[src/rtl/aes_key_expand_ctrl.sv]
// AES-128 round-key sequencer: byte-serial key load, in-place expansion into a
// 176-byte round-key memory through a shared S-box, then 1-cycle byte reads.
module aes_key_expand_ctrl #(
  parameter int         NUM_BYTES = 176,
  parameter logic [7:0] RCON_INIT = 8'h01
) (
  input  logic       clk,
  input  logic       rst,
  input  logic       key_valid,
  input  logic [7:0] key_byte,
  output logic       key_ready,
  output logic [7:0] mem_addr,
  output logic [7:0] mem_wdata,
  output logic       mem_we,
  input  logic [7:0] mem_rdata,
  output logic [7:0] sbox_in,
  input  logic [7:0] sbox_out,
  input  logic       rk_req,
  input  logic [7:0] rk_addr,
  output logic       rk_ack,
  output logic [7:0] rk_data,
  output logic       keys_valid,
  output logic       busy
);

  localparam logic [7:0] NUM_B8 = 8'(NUM_BYTES);
  localparam logic [7:0] LAST   = 8'(NUM_BYTES - 1);

  typedef enum logic [2:0] {
    S_LOAD,
    S_EXP_A,
    S_EXP_B,
    S_EXP_W,
    S_READY
  } state_t;

  state_t     state;
  logic [7:0] cnt;
  logic [7:0] rcon;
  logic [7:0] a_reg;
  logic [7:0] t_reg;
  logic [7:0] t_next;
  logic [1:0] rot;
  logic       word_head;
  logic       rk_in_range;

  function automatic logic [7:0] xtime(input logic [7:0] x);
    return {x[6:0], 1'b0} ^ (x[7] ? 8'h1B : 8'h00);
  endfunction

  // The first 4 bytes of each 16-byte round key go through RotWord/SubWord.
  assign word_head   = (cnt[3:2] == 2'b00);
  assign rot         = cnt[1:0] + 2'd1;
  assign rk_in_range = (rk_addr < NUM_B8);

  always_comb begin
    t_next = mem_rdata;
    if (word_head) begin
      t_next = (cnt[3:0] == 4'd0) ? (sbox_out ^ rcon) : sbox_out;
    end
  end

  always_comb begin
    mem_addr  = 8'h00;
    mem_wdata = 8'h00;
    mem_we    = 1'b0;
    sbox_in   = 8'h00;
    case (state)
      S_LOAD: begin
        mem_addr = cnt;
        if (key_valid) begin
          mem_we    = 1'b1;
          mem_wdata = key_byte;
        end
      end
      S_EXP_A: mem_addr = cnt - 8'd16;
      S_EXP_B: begin
        if (word_head) begin
          // RotWord: byte (k+1)%4 of the previous word, which starts 4 bytes back
          mem_addr = {cnt[7:2], rot} - 8'd4;
          sbox_in  = mem_rdata;
        end else begin
          mem_addr = cnt - 8'd4;
        end
      end
      S_EXP_W: begin
        mem_addr  = cnt;
        mem_wdata = a_reg ^ t_reg;
        mem_we    = 1'b1;
      end
      S_READY: begin
        if (key_valid) begin
          mem_we    = 1'b1;
          mem_wdata = key_byte;
        end else if (rk_req && rk_in_range) begin
          mem_addr = rk_addr;
        end
      end
      default: ;
    endcase
  end

  assign key_ready  = (state == S_LOAD) || (state == S_READY);
  assign keys_valid = (state == S_READY) && !key_valid;
  assign busy       = ((state == S_LOAD) && (cnt != 8'd0)) ||
                      (state == S_EXP_A) || (state == S_EXP_B) || (state == S_EXP_W);

  always_ff @(posedge clk) begin
    if (rst) begin
      state   <= S_LOAD;
      cnt     <= 8'd0;
      rcon    <= RCON_INIT;
      rk_ack  <= 1'b0;
      rk_data <= 8'h00;
    end else begin
      rk_ack <= 1'b0;
      case (state)
        S_LOAD: begin
          if (key_valid) begin
            cnt <= cnt + 8'd1;
            if (cnt == 8'd15) state <= S_EXP_A;
          end
        end
        S_EXP_A: state <= S_EXP_B;
        S_EXP_B: state <= S_EXP_W;
        S_EXP_W: begin
          if (cnt[3:0] == 4'd3) rcon <= xtime(rcon);
          cnt   <= cnt + 8'd1;
          state <= (cnt == LAST) ? S_READY : S_EXP_A;
        end
        S_READY: begin
          if (key_valid) begin
            cnt   <= 8'd1;
            rcon  <= RCON_INIT;
            state <= S_LOAD;
          end else if (rk_req) begin
            rk_ack  <= 1'b1;
            rk_data <= rk_in_range ? mem_rdata : 8'h00;
          end
        end
        default: state <= S_LOAD;
      endcase
    end
  end

  // Expansion operands: plain data registers, valid only within a byte's 3 cycles.
  always_ff @(posedge clk) begin
    if (state == S_EXP_A) a_reg <= mem_rdata;
    if (state == S_EXP_B) t_reg <= t_next;
  end

endmodule

[config.mk]
export PLATFORM = sky130hd
export DESIGN_NAME = aes_key_expand_ctrl
export DESIGN_NICKNAME = d
export VERILOG_FILES = /design/src/rtl/aes_key_expand_ctrl.sv
export SDC_FILE = /design/constraint.sdc
export NUM_CORES = 1
export LEC_CHECK = 0
export CAP_MARGIN = 5
export CORE_UTILIZATION = 30
export CTS_BUF_LIST = sky130_fd_sc_hd__clkbuf_4 sky130_fd_sc_hd__clkbuf_8 sky130_fd_sc_hd__clkbuf_16
export CTS_CLUSTER_DIAMETER = 200
export DETAILED_ROUTE_END_ITERATION = 16
export DONT_BUFFER_PORTS = 1
export GPL_ROUTABILITY_DRIVEN = 0
export PLACE_DENSITY = 0.51
export SYNTH_ARGS = -nofsm -noshare
export SYNTH_HDL_FRONTEND = slang
export SYNTH_SLANG_ARGS = --single-unit
[constraint.sdc]
create_clock -name clk -period 1.9 [get_ports clk]
set_clock_uncertainty 0.15 [all_clocks]
set_input_delay 0.285 -clock clk [delete_from_list [all_inputs] [get_ports clk]]
set_output_delay 0.285 -clock clk [all_outputs]
set_load 0.02 [all_outputs]
==> impl_metrics.yaml <==
clock_network:
  cts_max_level: 2
  cts_max_path_buffers: 2
  cts_sinks: 44
  cts_tree: "done"
  cts_buffers: 5
  root_buffer: "clkbuf_8"
  clkTransAtPathRegs_ns: 0.09
  clock_latency_ns: 0.31
worst_setup_path:
  slowest_stage: "dfxtp_4"
  cpLargestDelayFamily: "buffers and inverters"
  cp-startpoint: "state[0]"
  cp_slowest_stage_delay_ns: 0.36
  rr_startpoint: "state[0]"
  crit_chain: "buf_12 > nor3b_4 > o2111a_2 > buf_6 > a21oi_2 > o31ai_1 > buf_4"
  crit_fanout: 5
  path_class: "reg -> out"
  critical_path_required_ns: 1.46
  cp_data_arrival_time_ns: 1.70
  critPathBufInv: 3
  start_kind: "register"
  critical_path.endpoint_type: "output port"
hold_path:
  min_from: "rst"
  hold_path_class: "in -> reg"
grt:
  grt_max_degree: 25
  grt_pass1_vias: 2204
  grt_pass1_wl_mm: 11.3
  grt_usage: 0.171
  overflow: 0
  antenna_found_initial: 0
timing:
  worst_pin_slew_ns: 0.929
  period_share: 1.13
  finalHoldViolCount: 0
  slew_viol_final: 0
  rsz0062_at_grt: "yes"
  setup_viol: 28
  clock.fmax_ghz: 0.468
  period_needed_ns: 2.14
  slew_headroom: 0.379
  fin_ws_ns: -0.238
synth:
  synthCells: 281
  synth_edf_count: 16
  syn-num-nets: 325
  postSynthAreaPerCell_um2: 8.87
  ys_types: 44
  ys.flop_type: "dfxtp_1"
  yosys_warnings: 0
  ys_seq_elements: 44
  syn_area_um2: 2490
  synthArstFlopShare: 0
  seq_area_frac_synth: 0.418
layout:
  final_cell_mix: "buf_4, nor2_1, dfxtp_1"
  mostFrequentLayoutCell: "buf_4"
  utilization: 0.472
  nets: 392
  drive_above_1_share: 0.407
  syn_to_final_growth_pct: 49.5
  design_area_um2: 3730
  antenna_cells: 0
  fin_cells: 451
detailed_routing:
  wl_per_cell_um: 16.1
  drt_iter0_drc: 111
  drc_errors: 0
  vias_per_cell: 4.99
  via_count: 2249
  dr.pass1.iters: 4
  wl_mm: 7.24
  ant_nets: 0
floorplan:
  num_rows: 32
  die_x_um: 93.2
  die_y_um: 93.2
  core_um2: 7890
  dieArea_um2: 8680
  start_util: 0.316
  pin_count: 73
power:
  leakagePower_nw: 1.48
  vdd_drop_max_mv: 0.233
  power.density_nw_per_um2: 633
place:
  dp_cells: 411
  place_area_um2: 2960
  post-dp-hpwl_mm: 4.90
  io_buffer_count: 0
  dpl_worst_slack_ns: -0.0420
run:
  max-cap-violations: 0
status:
  failed_checks: "setup timing"
  run_status: "finished with violations"
==> report_power, final <==
group / total [W] / internal (W) / switching, W / leakage [nW]
Combinational: 0.000576 / 0.000280 / 0.000296 / 1.05
Sequential: 0.00102 / 0.00101 / 0.0000185 / 0.375
Clock: 0.000757 / 0.000396 / 0.000361 / 0.0548
==> per-stage QoR <==
step	setup TNS (ns)	total power [W]	hold WS (ns)
6_report	-3.33	0.00236	0.0459
5_1_grt	-4.71	0.00245	0.0474
4_1_cts	-3.67	0.00232	0.0485
3_5_place_dp	-0.116	0.00145	0.215
3_3_place_gp	-0.126	0.00145	0.211
2_1_floorplan	-0.0801	0.00132	0.213
==> synthesized netlist by cell type, drive strengths merged (7+ instances only) <==
cell type | number | share of area
xnor2 | 18 | 0.063
edfxtp | 16 | 0.19
nor3 | 7 | 0.014
xor2 | 11 | 0.039
inv | 10 | 0.015
ha | 8 | 0.040
dfxtp | 28 | 0.22
o21ai | 17 | 0.034
a22oi | 15 | 0.045
nor2 | 38 | 0.058
a21oi | 14 | 0.028
nand2 | 27 | 0.041
and3 | 10 | 0.025
clkbuf | 11 | 0.017
==> routing by layer <==
layer  routed length [um]  global-route usage  vias up
met2                 3500               0.287       53
li1                     -                   -     1119
met5                    0                   0        -
met3                  271              0.0317        7
met1                 3370               0.219     1070
met4                  102              0.0590        0
==> logic make-up after synthesis <==
| kind of cell | share of synthesized area |
|---|---|
| and+or+nand+nor | 0.213 |
| xor gates and xnor gates | 0.102 |
| adders and majority gates | 0.0402 |
| buffers and inverters | 0.0447 |
| muxes | 0.00803 |
| DFF | 0.418 |
| AOI/OAI and AO/OA | 0.175 |
==> worst reg2reg max path, delay by kind of cell (launching register included) <==
family / cells / cell delay (ns)
AO/OA/AOI/OAI: 1 / 0.34
XOR/XNOR: 1 / 0.17
buffers and inverters: 4 / 0.50
flip-flops: 1 / 0.36
AND/OR/NAND/NOR: 2 / 0.47
==> cell type report <==
cell class              instances  area (um^2)
clock buffers                   5         68.8
clock inverters                 3         46.3
fillers                       713         4160
inverters                      10         37.5
multi-input cells             210         1660
flip-flops and latches         44         1060
well taps                     102          128
repair buffers                 77          729
==> final timing paths <==
check / endpoint / slack, ns / cells past startpoint
max reg2reg: cnt[7] / -0.18 / 8
min reg2reg: cnt[1] / 0.38 / 2
min: cnt[7] / 0.05 / 2
max: mem_addr[5] / -0.24 / 7
==> what timing repair did <==
item,4_1_cts,5_1_grt
setup endpoints to repair,27,32
resized for setup,69,43
pin swaps,24,27
hold endpoints to repair,30,0
hold buffers,9,0
setup buffers,16,8
cloned,0,0
(Power assumes the default switching activity.)
